===== src/rtl/uart_tx_fifo.sv =====
// -----------------------------------------------------------------------------
// uart_tx_fifo
//   UART transmitter fed by an internal word FIFO with a valid/ready write port.
//   The baud timing is a clock-enable counter in the system clock domain, so
//   the whole block runs on clk alone. Frame format is set by parameters:
//   5..8 data bits sent LSB first, optional odd/even parity, 1 or 2 stop bits.
//   Frames queued in the FIFO are sent back to back with no idle gap.
//
// Ports
//   clk         system clock, rising edge
//   reset_p     synchronous active-high reset (aborts any frame in flight)
//   data_i      word to transmit
//   valid_i     data_i is valid; written when valid_i & ready_o at an edge
//   ready_o     FIFO not full (combinational from stored state only)
//   tx          serial line, idle high, driven from a register
//   busy        a frame is on the line or the FIFO holds words
//   fifo_count  number of words currently stored
// -----------------------------------------------------------------------------
module uart_tx_fifo #(
    parameter int sys_freq   = 100_000_000,
    parameter int BAUD_rate  = 9600,
    parameter int DATA_bits  = 8,
    parameter int PARITY     = 0,
    parameter int STOP_bits  = 1,
    parameter int FIFO_depth = 16
) (
    input  logic                          clk,
    input  logic                          reset_p,
    input  logic [DATA_bits-1:0]          data_i,
    input  logic                          valid_i,
    output logic                          ready_o,
    output logic                          tx,
    output logic                          busy,
    output logic [$clog2(FIFO_depth):0]   fifo_count
);

    localparam int DIV   = sys_freq / BAUD_rate;
    localparam int CNT_W = (DIV > 2) ? $clog2(DIV) : 1;
    localparam int AW    = $clog2(FIFO_depth);

    typedef enum logic [2:0] {
        S_IDLE,
        S_START,
        S_DATA,
        S_PARITY,
        S_STOP
    } state_t;

    // ------------------------------------------------------------------
    // FIFO: pointers are one bit wider than the address so that full and
    // empty are distinguishable; the count is simply their difference.
    // ------------------------------------------------------------------
    logic [DATA_bits-1:0] mem [FIFO_depth];
    logic [AW:0]          wr_ptr_reg;
    logic [AW:0]          rd_ptr_reg;
    logic [DATA_bits-1:0] rd_data_reg;
    logic                 full;
    logic                 empty;
    logic                 push;
    logic                 pop;
    logic [AW:0]          count_next;

    assign fifo_count = wr_ptr_reg - rd_ptr_reg;
    assign full       = (fifo_count == (AW+1)'(FIFO_depth));
    assign empty      = (fifo_count == '0);
    assign ready_o    = !full;
    assign push       = valid_i && ready_o;
    assign count_next = fifo_count + (AW+1)'(push) - (AW+1)'(pop);

    always_ff @(posedge clk) begin
        if (reset_p) begin
            wr_ptr_reg <= '0;
            rd_ptr_reg <= '0;
        end else begin
            if (push) wr_ptr_reg <= wr_ptr_reg + 1'b1;
            if (pop)  rd_ptr_reg <= rd_ptr_reg + 1'b1;
        end
    end

    // Storage array with a registered read port. The popped word lands in
    // rd_data_reg on the pop edge and stays there for the whole frame; it is
    // first needed DIV cycles later when the start bit ends.
    always_ff @(posedge clk) begin
        if (push) mem[wr_ptr_reg[AW-1:0]] <= data_i;
    end

    always_ff @(posedge clk) begin
        if (pop) rd_data_reg <= mem[rd_ptr_reg[AW-1:0]];
    end

    // ------------------------------------------------------------------
    // Baud clock-enable: bit_done marks the last cycle of each bit period.
    // ------------------------------------------------------------------
    logic [CNT_W-1:0] baud_cnt_reg;
    logic             bit_done;
    state_t           state_reg;
    state_t           state_next;

    assign bit_done = (baud_cnt_reg == CNT_W'(DIV - 1));

    always_ff @(posedge clk) begin
        if (reset_p) begin
            baud_cnt_reg <= '0;
        end else if (pop || state_reg == S_IDLE || bit_done) begin
            baud_cnt_reg <= '0;
        end else begin
            baud_cnt_reg <= baud_cnt_reg + 1'b1;
        end
    end

    // Parity bit for the frame in rd_data_reg: even parity repeats the XOR
    // of the data, odd parity inverts it.
    logic parity_bit;
    assign parity_bit = (PARITY == 1) ? ~(^rd_data_reg) : (^rd_data_reg);

    // ------------------------------------------------------------------
    // Frame FSM
    // ------------------------------------------------------------------
    logic [DATA_bits-1:0] shift_reg;
    logic [DATA_bits-1:0] shift_next;
    logic [2:0]           bit_cnt_reg;
    logic [2:0]           bit_cnt_next;
    logic                 tx_reg;
    logic                 tx_next;
    logic                 busy_reg;
    logic                 busy_next;

    always_comb begin
        state_next   = state_reg;
        shift_next   = shift_reg;
        bit_cnt_next = bit_cnt_reg;
        tx_next      = tx_reg;
        pop          = 1'b0;

        case (state_reg)
            S_IDLE: begin
                if (!empty) begin
                    pop        = 1'b1;
                    state_next = S_START;
                    tx_next    = 1'b0;
                end
            end
            S_START: begin
                if (bit_done) begin
                    state_next   = S_DATA;
                    tx_next      = rd_data_reg[0];
                    shift_next   = {1'b0, rd_data_reg[DATA_bits-1:1]};
                    bit_cnt_next = '0;
                end
            end
            S_DATA: begin
                if (bit_done) begin
                    if (bit_cnt_reg == 3'(DATA_bits - 1)) begin
                        bit_cnt_next = '0;
                        if (PARITY != 0) begin
                            state_next = S_PARITY;
                            tx_next    = parity_bit;
                        end else begin
                            state_next = S_STOP;
                            tx_next    = 1'b1;
                        end
                    end else begin
                        tx_next      = shift_reg[0];
                        shift_next   = {1'b0, shift_reg[DATA_bits-1:1]};
                        bit_cnt_next = bit_cnt_reg + 1'b1;
                    end
                end
            end
            S_PARITY: begin
                if (bit_done) begin
                    state_next   = S_STOP;
                    tx_next      = 1'b1;
                    bit_cnt_next = '0;
                end
            end
            S_STOP: begin
                if (bit_done) begin
                    if (bit_cnt_reg == 3'(STOP_bits - 1)) begin
                        bit_cnt_next = '0;
                        // Chain straight into the next frame when one is queued.
                        if (!empty) begin
                            pop        = 1'b1;
                            state_next = S_START;
                            tx_next    = 1'b0;
                        end else begin
                            state_next = S_IDLE;
                        end
                    end else begin
                        bit_cnt_next = bit_cnt_reg + 1'b1;
                    end
                end
            end
            default: begin
                state_next = S_IDLE;
                tx_next    = 1'b1;
            end
        endcase

        // Registered busy tracks the state/count that will exist after this edge.
        busy_next = (state_next != S_IDLE) || (count_next != '0);
    end

    always_ff @(posedge clk) begin
        if (reset_p) begin
            state_reg   <= S_IDLE;
            shift_reg   <= '0;
            bit_cnt_reg <= '0;
            tx_reg      <= 1'b1;
            busy_reg    <= 1'b0;
        end else begin
            state_reg   <= state_next;
            shift_reg   <= shift_next;
            bit_cnt_reg <= bit_cnt_next;
            tx_reg      <= tx_next;
            busy_reg    <= busy_next;
        end
    end

    assign tx   = tx_reg;
    assign busy = busy_reg;

endmodule


===== config.mk =====
export PLATFORM = sky130hd
export DESIGN_NAME = uart_tx_fifo
export DESIGN_NICKNAME = d
export VERILOG_FILES = /design/src/rtl/uart_tx_fifo.sv
export SDC_FILE = /design/constraint.sdc
export NUM_CORES = 1
export LEC_CHECK = 0
export ABC_AREA = 1
export BUFFER_PORTS_ARGS = -buffer_cell sky130_fd_sc_hd__buf_2
export CORE_ASPECT_RATIO = 0.8
export CORE_MARGIN = 2
export CORE_UTILIZATION = 67
export DETAILED_ROUTE_END_ITERATION = 10
export PLACE_DENSITY = 0.85
export SLEW_MARGIN = 20
export SYNTH_ARGS = -nofsm -noshare
export SYNTH_HDL_FRONTEND = slang
export SYNTH_SLANG_ARGS = --single-unit

===== constraint.sdc =====
create_clock -name clk -period 5.6 [get_ports clk]
set_clock_uncertainty 0.05 [all_clocks]
set_input_delay 0.28 -clock clk [delete_from_list [all_inputs] [get_ports clk]]
set_output_delay 0.28 -clock clk [all_outputs]
set_load 0.01 [all_outputs]

==> PnR_summary.wiki, run 1 <==
{| class="wikitable"
! Metric !! Value
|-
| Most common library cell in the layout ignoring fill and taps || edfxtp_1
|-
| Total CTS buffers || 17
|-
| Clock slew at the register clock pins of the worst setup and hold paths || 0.07 ns
|-
| Maximum buffer depth of the clock tree || 2
|-
| Clk sink count || between 150 and 200
|-
| Fraction of power consumed by the clock network || 0.306
|-
| Worst hold path class || input pin to flip-flop
|-
| Final worst path period share || 0.838
|-
| Detail-routed net length per standard cell || about 20 µm
|-
| CP Data Required Time || roughly 6 ns
|-
| Htree depth || 4
|-
| Starting density of the core || 0.695
|-
| Core footprint || between 0.01 and 0.015 mm²
|-
| Clock period minus final worst setup slack || 4.69 ns
|-
| Die Ht || 99.6 µm
|-
| Global route total overflow || 0
|-
| Port Buffers || 18
|-
| Highest Clock Rate || 0.213 GHz
|-
| Top-area cell type share of the netlist area || 0.534
|-
| Vias in the first global route || 5435
|-
| Slew headroom || 0.327
|-
| Final Util || 0.764
|-
| Via count || 5681
|-
| Number of nets in the synthesized netlist || approximately 760
|-
| Root Buffer Master || clkbuf_16
|-
| Critical Path Start Type || flip-flop
|-
| Slew of the pin with the lowest slew margin || 1.01 ns
|-
| Diode insertion count for antenna repair || 0
|-
| Critical path capture point type || flip-flop
|-
| Die X-Extent || 124 µm
|-
| Clock latency of the later-clocked register in the worst-skew pair || 0.44 ns
|-
| Number of placement rows || 34
|-
| Final setup violation count || 0
|-
| Post-Synthesis Cells || roughly 720
|-
| Setup repair bufs after CTS || 0
|-
| Warnings, synthesis || 0
|-
| Final estimated routing congestion in global placement || 0.921
|-
| Post-cts resize count || 0
|-
| Power Density || 451 mW/mm²
|-
| Classification of the worst setup path || flip-flop to flip-flop
|-
| Total Neg Setup Slack || 0 ns
|-
| Via count normalized by instance count || 6.35
|-
| Global routing usage summed across all routing layers || 0.311
|-
| Top-Level Pins || 19
|-
| Number of hold buffers added after cts || 0
|-
| Initial antenna violation count || 0
|-
| Number of filler instances in the final layout || between 600 and 700
|-
| Fraction of layout instances using a drive strength above 1 || 0.105
|-
| Proportion of power drawn by flip-flops and latches || 0.408
|-
| Drt first-iter violations || 712
|-
| Result of the run || finished clean
|-
| Internal power || 0.00247 W
|-
| Layout-stage area growth over the synthesis result || 9.94%
|-
| Top post-synthesis cells by area || edfxtp_1 (53%), dfxtp_1 (10%), nor2_1 (5.5%)
|-
| Number of enable-type register cells in the synthesized netlist || 136
|-
| Net switching component of the power || approximately 0.0013 W
|-
| Switching fraction of total power || 0.349
|-
| Relative contribution of combinational cells to total power || 0.286
|-
| Max reg flops || between 100 and 150
|-
| Distinct cell type count after synthesis || 41
|-
| Largest driver fanout on the critical path || 17
|-
| Area of all sequential standard cells || just under 0.005 mm²
|-
| Unrepaired setup endpoints after global routing || false
|-
| CP arrival || between 4 and 5 ns
|-
| Top library cells by usage in the layout, fill and taps aside || edfxtp_1 (136), nor2_1 (112), nand2_1 (89), o21ai_0 (82), inv_1 (52)
|-
| Remaining antenna violation count || 0
|-
| Flip-flop and latch count after synthesis || 175
|-
| Primary flip-flop cell chosen by synthesis mapping || edfxtp_1
|-
| TritonCTS clock tree || yes
|-
| Leakage power figure || slightly below 3 nW
|-
| Net count of the finished layout || 769
|-
| Final Routed Wirelength || 17700 µm
|-
| Share of synthesized area occupied by flip-flops and latches || 0.636
|-
| Average footprint of a synthesized cell || 10.6 µm²
|-
| DIE AREA || 0.0123 mm²
|-
| Top cell type by total area after synthesis || edfxtp_1
|-
| Pre-antenna DRT Iters || 6
|-
| DRC violations left || 0
|-
| Synth Cell Area || 0.00765 mm²
|-
| Max-slew violations || 0
|-
| Multi-input logic area || 0.00244 mm²
|-
| Maximum vdd ir drop || ~0.32 mV
|-
| Hold Vio Cnt, Final || 0
|-
| Post-detailed-placement half-perimeter wirelength || 10900 µm
|-
| Post-synthesis async set-or-reset flop share || 0
|-
| Wire length of the first global-routing pass || 28100 µm
|-
| Maximum number of pins on one net before global-route repair || 68
|-
| Max Cap Viol || 0
|}
-- metal layers --
| metal | routed length [µm] | share of wire | up-vias | GRT usage |
|---|---|---|---|---|
| met3 | 1840 | 0.10 | 51 | 0.0894 |
| met5 | 0 | 0 | - | 0 |
| li1 | - | - | 2570 | - |
| met2 | 8530 | 0.48 | 358 | 0.480 |
| met4 | 445 | 0.025 | 0 | 0.130 |
| met1 | 6900 | 0.39 | 2702 | 0.418 |
-- power groups by stage --
stage                     Combinational (W)  Sequential [W]  Clock, W
after floorplan                    0.000742         0.00156         0
after global placement             0.000977         0.00157         0
after global routing                0.00119         0.00155   0.00122
after detailed placement            0.00104         0.00157         0
final                               0.00108         0.00155   0.00116
after CTS                           0.00106         0.00155   0.00117
-- cell families (layout without fill, tap and decap cells) --
kind of cell	Yosys count	in the layout	share of synthesized area
compound gates	160	160	0.117
xor+xnor	8	8	0.00915
fa+ha+maj	21	21	0.0363
buf+inv	89	115	0.0461
flops	175	175	0.636
mux	1	1	0.00147
simple gates	270	270	0.154
-- stage by stage --
step                      setup slack, ns  std cells  cell area (µm²)  total power, W  hold WS, ns
after CTS                           0.966        894             8420         0.00378        0.160
after detailed placement             1.04        862             7840         0.00261        0.391
final                               0.906        894             8420         0.00379        0.173
after floorplan                      1.81        724             7650         0.00231        0.308
after global placement               1.31        862             7840         0.00255        0.378
after global routing                0.617        894             8420         0.00397        0.179
-- area by class of cell --
class                      count  area share
clock buffer                  18      0.0510
multi-input combinational    460       0.290
tap                          144      0.0214
clock inverter                14      0.0178
timing repair buffer          23      0.0152
sequential                   175       0.578
inverter                      60      0.0268
-- Yosys cell counts, types with 2 or more instances --
cell type / count
a21oi_1: 32
and3_1: 2
buf_2: 3
buf_6: 2
clkbuf_1: 23
dfxtp_1: 39
edfxtp_1: 136
fa_1: 2
ha_1: 19
inv_1: 52
inv_2: 7
nand2_1: 89
nand2_2: 5
nand3_1: 38
nand3_2: 2
nand4_1: 5
nor2_1: 112
nor2_4: 2
nor3_1: 7
nor3b_2: 2
o211ai_1: 3
o21ai_0: 82
o21ai_1: 5
o21bai_1: 2
o221ai_1: 13
o22ai_1: 19
xor2_1: 7
-- worst paths after layout --
kind | startpoint | endpoint | slack, ns | cells after the start
worst max register to register | rd_ptr_reg[2] | busy | 0.91 | 22
worst min register to register | shift_reg[2] | shift_reg[2] | 0.40 | 2
worst max-delay path | rd_ptr_reg[2] | busy | 0.91 | 22
worst min-delay path | reset_p | state_reg[2] | 0.17 | 2
-- critical path, cell delays in order (launching register included) --
cell,delay (ns)
dfxtp_1,0.76
inv_1,0.32
ha_1,0.41
a21oi_1,0.21
a21o_1,0.14
nand2_1,0.08
inv_1,0.11
ha_1,0.16
nand2_1,0.05
nor2_1,0.14
nand3_1,0.18
nand3_4,0.18
inv_2,0.15
ha_1,0.31
inv_1,0.04
ha_1,0.20
fa_1,0.41
xnor2_1,0.20
nand3_1,0.10
nor2_1,0.14
nand3_1,0.12
nand2_1,0.07
nand2_1,0.05
No activity file was read; power rests on OpenSTA's default activity.
==> run 2: changes to the inputs <==
ABC_AREA = 0   (was 1)
CORE_UTILIZATION = 62   (was 67)
PLACE_DENSITY = 0.79   (was 0.85)
clock period = 4.4 ns   (was 5.6 ns; I/O delays follow)
==> PnR_summary.wiki, run 2 <==
{| class="wikitable"
! Metric !! Value
|-
| PnR worst setup slack || 0.152 ns
|-
| Library cell with the highest instance count after synthesis || edfxtp_1
|-
| Maximum vdd ir drop || 0.323 mV
|-
| R2r endpoint || busy
|-
| Clk sink count || 175
|-
| Max Cap Viol || 0
|-
| Final estimated routing congestion in global placement || 0.814
|-
| Fraction of layout instances using a drive strength above 1 || 0.247
|-
| FF-to-FF path depth || 18
|-
| Slowest CP cell || or4_1
|-
| Average footprint of a synthesized cell || 15.5 µm²
|-
| Core footprint || 0.0116 mm²
|-
| Starting density of the core || 0.640
|-
| Critical path capture point type || flip-flop
|-
| Via count normalized by instance count || around 6.3
|-
| Leakage power figure || 2.88 nW
|-
| Diode insertion count for antenna repair || 0
|-
| Worst hold stages || 1
|-
| Clock latency of the later-clocked register in the worst-skew pair || 0.42 ns
|-
| Max-slew violations || 0
|-
| Max reg flops || 128
|-
| Share of synthesized area occupied by flip-flops and latches || 0.655
|-
| Slew headroom || 0.336
|-
| Port Buffers || 18
|-
| Post-synthesis async set-or-reset flop share || 0
|-
| Via count || 4231
|-
| Top cell type by total area after synthesis || edfxtp_1
|-
| Worst-case register-to-register setup slack || roughly 0.15 ns
|-
| Remaining antenna violation count || 0
|-
| Maximum buffer depth of the clock tree || 2
|-
| Top-area cell type share of the netlist area || 0.550
|-
| Worst Hold End || mem[5][6]
|-
| Top-Level Pins || 19
|-
| Number of enable-type register cells in the synthesized netlist || 136
|-
| Post-Synthesis Cells || 480
|-
| Total CTS buffers || 17
|-
| DRC violations left || 0
|-
| Warnings, synthesis || 0
|-
| Final Routed Wirelength || between 10000 and 15000 µm
|-
| Number of nets in the synthesized netlist || 512
|-
| Area of all placed cells without fillers || about 0.0084 mm²
|-
| Die X-Extent || 126 µm
|-
| Vias in the first global route || 4244
|-
| CP max stage delay || approximately 0.5 ns
|-
| Global route total overflow || 0
|-
| Power Density || 603 mW/mm²
|-
| DIE AREA || 0.0129 mm²
|-
| Net count of the finished layout || ~540
|-
| Critical Path Most Common Cell || ha_1
|-
| Global routing usage summed across all routing layers || 0.249
|-
| Number of placement rows || 35
|-
| Clock period minus final worst setup slack || between 4 and 5 ns
|-
| Highest Clock Rate || 0.235 GHz
|-
| Startpoint of the worst setup timing path || wr_ptr_reg[0]
|-
| Final Non-Filler Cells || approximately 670
|-
| Flip-flop and latch count after synthesis || 175
|-
| Critical Path Start Type || flip-flop
|-
| Wire length of the first global-routing pass || about 23000 µm
|-
| CP Data Required Time || between 4 and 5 ns
|-
| Detail-routed net length per standard cell || approximately 22 µm
|-
| Min-delay src || data_i[6]
|-
| Pre-antenna DRT Iters || 5
|-
| Drt first-iter violations || between 400 and 500
|-
| Synth Cell Area || roughly 0.0074 mm²
|-
| Maximum number of pins on one net before global-route repair || 36
|-
| Hold Vio Cnt, Final || 0
|-
| Most common library cell in the layout ignoring fill and taps || edfxtp_1
|-
| Top post-synthesis cells by area || edfxtp_1 (55%), mux4_2 (12%), dfxtp_1 (11%)
|-
| Distinct cell type count after synthesis || just under 50
|-
| List of cells traversed by the critical path || inv_1 > ha_1 > inv_1 > fa_1 > xnor2_2 > ha_1 > and3_1 > o21ai_2 > o211ai_4 > inv_4 > ha_1 > inv_1 > ha_1 > fa_1 > xor2_1 > or4_1 > a2111oi_2 > a31oi_1
|-
| Number of filler instances in the final layout || 651
|-
| Final Hold Slack || about 0.13 ns
|-
| Number of placed instances, taps included || 637
|-
| Root Buffer Master || clkbuf_16
|-
| Slew of the pin with the lowest slew margin || 0.993 ns
|-
| Post-place setup slack || -0.000773 ns
|-
| Htree depth || 4
|-
| Clock slew at the register clock pins of the worst setup and hold paths || 0.07 ns
|-
| Worst hold path class || input pin to flip-flop
|-
| CP arrival || 4.49 ns
|-
| Placed cell areas || 0.00772 mm²
|-
| Layout-stage area growth over the synthesis result || 12.7%
|-
| Result of the run || finished clean
|-
| Classification of the worst setup path || flip-flop to flip-flop
|-
| Startpoint of the worst register-to-register path || wr_ptr_reg[0]
|-
| Post-detailed-placement half-perimeter wirelength || 9450 µm
|-
| Top library cells by usage in the layout, fill and taps aside || edfxtp_1 (136), nor2_1 (56), mux4_2 (40), dfxtp_1 (37)
|-
| Primary flip-flop cell chosen by synthesis mapping || edfxtp_1
|-
| Die Ht || 102 µm
|-
| Largest driver fanout on the critical path || 9
|-
| TritonCTS clock tree || yes
|-
| Leading post-synthesis cells by instance count || edfxtp_1 (136), nor2_1 (56), mux4_2 (40), dfxtp_1 (39)
|-
| Initial antenna violation count || 0
|-
| Final worst path period share || 0.966
|-
| Final setup violation count || 0
|}
==> run 2: cell types whose count changed in the layout (fill, tap and decap cells not counted), moves of 7 or more <==
| cell | previous run | this run |
|---|---|---|
| inv_1 | 52 | 18 |
| nand2_1 | 89 | 18 |
| o221ai_1 | 13 | 0 |
| xor2_1 | 7 | 15 |
| mux4_2 | 0 | 40 |
| mux2i_1 | 0 | 8 |
| a21oi_1 | 32 | 18 |
| or3_1 | 0 | 7 |
| nand3_1 | 38 | 10 |
| o22ai_1 | 19 | 0 |
| o21ai_0 | 82 | 7 |
| nor2_1 | 112 | 56 |
| buf_4 | 5 | 14 |
==> run 2: kinds of logic (layout without fill, tap and decap cells) <==
group           count (synthesis)  after routing  synth area share
xor+xnor                       22             22            0.0259
compound gates                 43             43            0.0364
flops                         175            175             0.655
simple gates                  124            124            0.0817
buf+inv                        41             84            0.0222
mux                            54             54             0.141
fa+ha+maj                      21             21            0.0374
==> run 2: worst max-delay path by stage <==
stage,endpoint,cells after the start
after floorplan,busy,20
after global placement,busy,18
after detailed placement,busy,18
after CTS,busy,18
after global routing,busy,18
final,busy,18
==> run 2: power breakdown <==
group | leakage (nW) | switching (W) | internal [W]
clock network | 0.306 | 0.000686 | 0.000840
logic | 1.02 | 0.000834 | 0.000706
registers | 1.55 | 0.0000515 | 0.00193
==> run 2: cell type report <==
cell class | count | area [µm²] | area share
sequential | 175 | 4870 | 0.581
multi-input combinational | 264 | 2420 | 0.290
clock buffer | 20 | 489 | 0.0584
timing repair buffer | 32 | 195 | 0.0233
tap | 148 | 185 | 0.0221
clock inverter | 12 | 133 | 0.0158
inverter | 20 | 77.6 | 0.00927
==> run 2: worst max-delay path, delay by kind of cell, from the launching register on <==
kind / cells / cell delay, ns
buffers and inverters: 4 / 0.29
XOR/XNOR: 2 / 0.36
AO/OA/AOI/OAI: 4 / 0.73
AND/OR/NAND/NOR: 2 / 0.68
adder cells (fa/ha/maj): 6 / 1.69
flip-flops: 1 / 0.31
==> run 2: layer usage <==
metal	up-vias	share of wire	global-route usage
li1	1882	-	-
met1	2122	0.41	0.332
met3	27	0.073	0.0702
met4	0	0.018	0.0871
met5	-	0	0
met2	200	0.50	0.403
==> run 2: per-stage QoR <==
step,setup TNS (ns),util,total power (W)
final,0,0.721,0.00504
after global routing,-0.0470,0.721,0.00526
after CTS,0,0.719,0.00502
after detailed placement,-0.000773,0.665,0.00348
after global placement,0,0.665,0.00340
after floorplan,0,-,0.00308
==> run 2: repair_timing <==
item | in CTS | in global routing
hold buffers | 0 | 0
resized for setup | 3 | 2
endpoints found under the hold margin | 0 | 0
setup buffers | 0 | 2
setup endpoints to repair | 1 | 1
pin swaps | 0 | 1
==> run 3: changes to the inputs <==
ABC_AREA = default   (was 0)
PLACE_DENSITY = 0.83   (was 0.79)
==> PnR_summary.wiki, run 3 (synthesis gave the netlist of run 2 again) <==
{| class="wikitable"
! Metric !! Value
|-
| Result of the run || finished clean
|-
| Switching fraction of total power || 0.315
|-
| Maximum number of pins on one net before global-route repair || 36
|-
| Total CTS buffers || 17
|-
| Drt first-iter violations || 387
|-
| Diode insertion count for antenna repair || 0
|-
| Wire length of the first global-routing pass || 23000 µm
|-
| Worst hold path class || input pin to flip-flop
|-
| Htree depth || 4
|-
| Maximum buffer depth of the clock tree || 2
|-
| Global routing usage summed across all routing layers || 0.248
|-
| Top library cells by usage in the layout, fill and taps aside || edfxtp_1 (136), nor2_1 (56), mux4_2 (40), dfxtp_1 (38), ha_1 (19)
|-
| Relative contribution of combinational cells to total power || 0.317
|-
| Highest Clock Rate || ~0.23 GHz
|-
| Pre-antenna DRT Iters || 5
|-
| DIE AREA || between 0.01 and 0.015 mm²
|-
| Met3 routed wirelength || approximately 1100 µm
|-
| Final Non-Filler Cells || 673
|-
| Core footprint || roughly 0.012 mm²
|-
| Power Density || 609 mW/mm²
|-
| Final Routed Wirelength || 14900 µm
|-
| Detail-routed net length per standard cell || approximately 22 µm
|-
| Hold Vio Cnt, Final || 0
|-
| Clk sink count || 175
|-
| Die X-Extent || 126 µm
|-
| Net switching component of the power || 0.00161 W
|-
| Remaining antenna violation count || 0
|-
| Number of filler instances in the final layout || 626
|-
| Internal power || 0.00351 W
|-
| Maximum vdd ir drop || 0.488 mV
|-
| Largest driver fanout on the critical path || 9
|-
| Slew headroom || 0.397
|-
| Net count of the finished layout || about 540
|-
| Slowest CP cell || or4_4
|-
| Post-place setup slack || -0.125 ns
|-
| Leakage power figure || 2.88 nW
|-
| Layout-stage area growth over the synthesis result || 13.0%
|-
| CP max stage delay || about 0.57 ns
|-
| Clock slew at the register clock pins of the worst setup and hold paths || 0.07 ns
|-
| Number of hold buffers added after cts || 0
|-
| Critical Path Start Type || flip-flop
|-
| TritonCTS clock tree || yes
|-
| Area of all placed cells without fillers || 0.00839 mm²
|-
| CP Data Required Time || 4.64 ns
|-
| Final worst path period share || 0.981
|-
| Number of placed instances, taps included || 638
|-
| Met2 wire length || 7620 µm
|-
| CP arrival || 4.56 ns
|-
| Placed cell areas || 0.00772 mm²
|-
| Classification of the worst setup path || flip-flop to flip-flop
|-
| Fraction of power consumed by the clock network || 0.298
|-
| Proportion of power drawn by flip-flops and latches || 0.386
|-
| Via count || 4284
|-
| Number of placement rows || 35
|-
| Max reg flops || around 130
|-
| Top-Level Pins || 19
|-
| Starting density of the core || 0.640
|-
| PnR worst setup slack || 0.0849 ns
|-
| Post-detailed-placement half-perimeter wirelength || 8890 µm
|-
| Root Buffer Master || clkbuf_16
|-
| DRC violations left || 0
|-
| Highest Signal Layer || met4
|-
| Final Hold Slack || between 0.1 and 0.15 ns
|-
| Slew of the pin with the lowest slew margin || 0.901 ns
|-
| Max-slew violations || 0
|-
| Final setup violation count || 0
|-
| List of cells traversed by the critical path || inv_1 > ha_1 > nor2_1 > a21oi_2 > xor2_2 > inv_1 > ha_1 > and3_1 > o21ai_2 > o211ai_4 > inv_4 > ha_1 > inv_1 > ha_1 > fa_1 > or4_4 > a2111oi_4 > a31oi_1
|-
| Max Cap Viol || 0
|-
| Fraction of layout instances using a drive strength above 1 || 0.251
|-
| Critical Path Most Common Cell || ha_1
|-
| Initial antenna violation count || 0
|-
| Clock latency of the later-clocked register in the worst-skew pair || 0.43 ns
|-
| Critical path capture point type || flip-flop
|-
| Global route total overflow || 0
|-
| Total Neg Setup Slack || 0 ns
|-
| Met1 layer wirelength in the final routing || 5920 µm
|-
| Die Ht || 102 µm
|-
| Port Buffers || 18
|-
| Clock period minus final worst setup slack || 4.32 ns
|-
| Vias in the first global route || 4086
|-
| Final estimated routing congestion in global placement || 0.857
|-
| Via count normalized by instance count || 6.37
|-
| Most common library cell in the layout ignoring fill and taps || edfxtp_1
|}
==> run 3: worst paths after layout <==
path | start | endpoint | cells past startpoint | slack [ns]
setup / recovery | rd_ptr_reg[2] | busy | 18 | 0.08
hold / removal | data_i[5] | mem[7][5] | 1 | 0.13
setup reg to reg | rd_ptr_reg[2] | busy | 18 | 0.08
hold reg to reg | baud_cnt_reg[0] | baud_cnt_reg[0] | 1 | 0.42
==> run 3: layer usage <==
layer,GRT usage,vias up
li1,-,1892
met1,0.326,2156
met2,0.410,211
met3,0.0691,25
met4,0.0871,0
met5,0,-
==> run 3: timing repair <==
item,4_1_cts,5_1_grt
setup buffers,1,2
gates resized for setup,2,5
pin swaps,0,2
gates cloned,0,0
endpoints found under the setup margin,1,1
==> run 3: worst max-delay path, delay by kind of cell (launching register included) <==
kind,cells,cell delay [ns]
compound gates,5,0.88
flops,1,0.34
simple gates,3,0.82
buf+inv,4,0.41
xor+xnor,1,0.19
fa+ha+maj,5,1.48
==> run 3: cell type report <==
class | instances | area [µm²] | share of cell area
Timing Repair Buffer | 34 | 210 | 0.0250
Inverter | 20 | 77.6 | 0.00924
Clock buffer | 18 | 439 | 0.0523
Multi-Input combinational cell | 264 | 2440 | 0.291
Clock inverter | 14 | 171 | 0.0204
Sequential cell | 175 | 4870 | 0.580
Tap cell | 148 | 185 | 0.0221
==> run 3: power groups by stage <==
stage / Sequential, W / Combinational (W) / Clock (W)
finish: 0.00197 / 0.00162 / 0.00152
global route: 0.00198 / 0.00175 / 0.00160
CTS: 0.00197 / 0.00153 / 0.00154
detailed placement: 0.00201 / 0.00146 / 0
global placement: 0.00200 / 0.00140 / 0
floorplan: 0.00199 / 0.00109 / 0
==> run 3: stage by stage <==
stage               power [W]   util
floorplan             0.00308      -
global placement      0.00340  0.666
detailed placement    0.00346  0.666
CTS                   0.00505  0.719
global route          0.00533  0.723
finish                0.00512  0.723
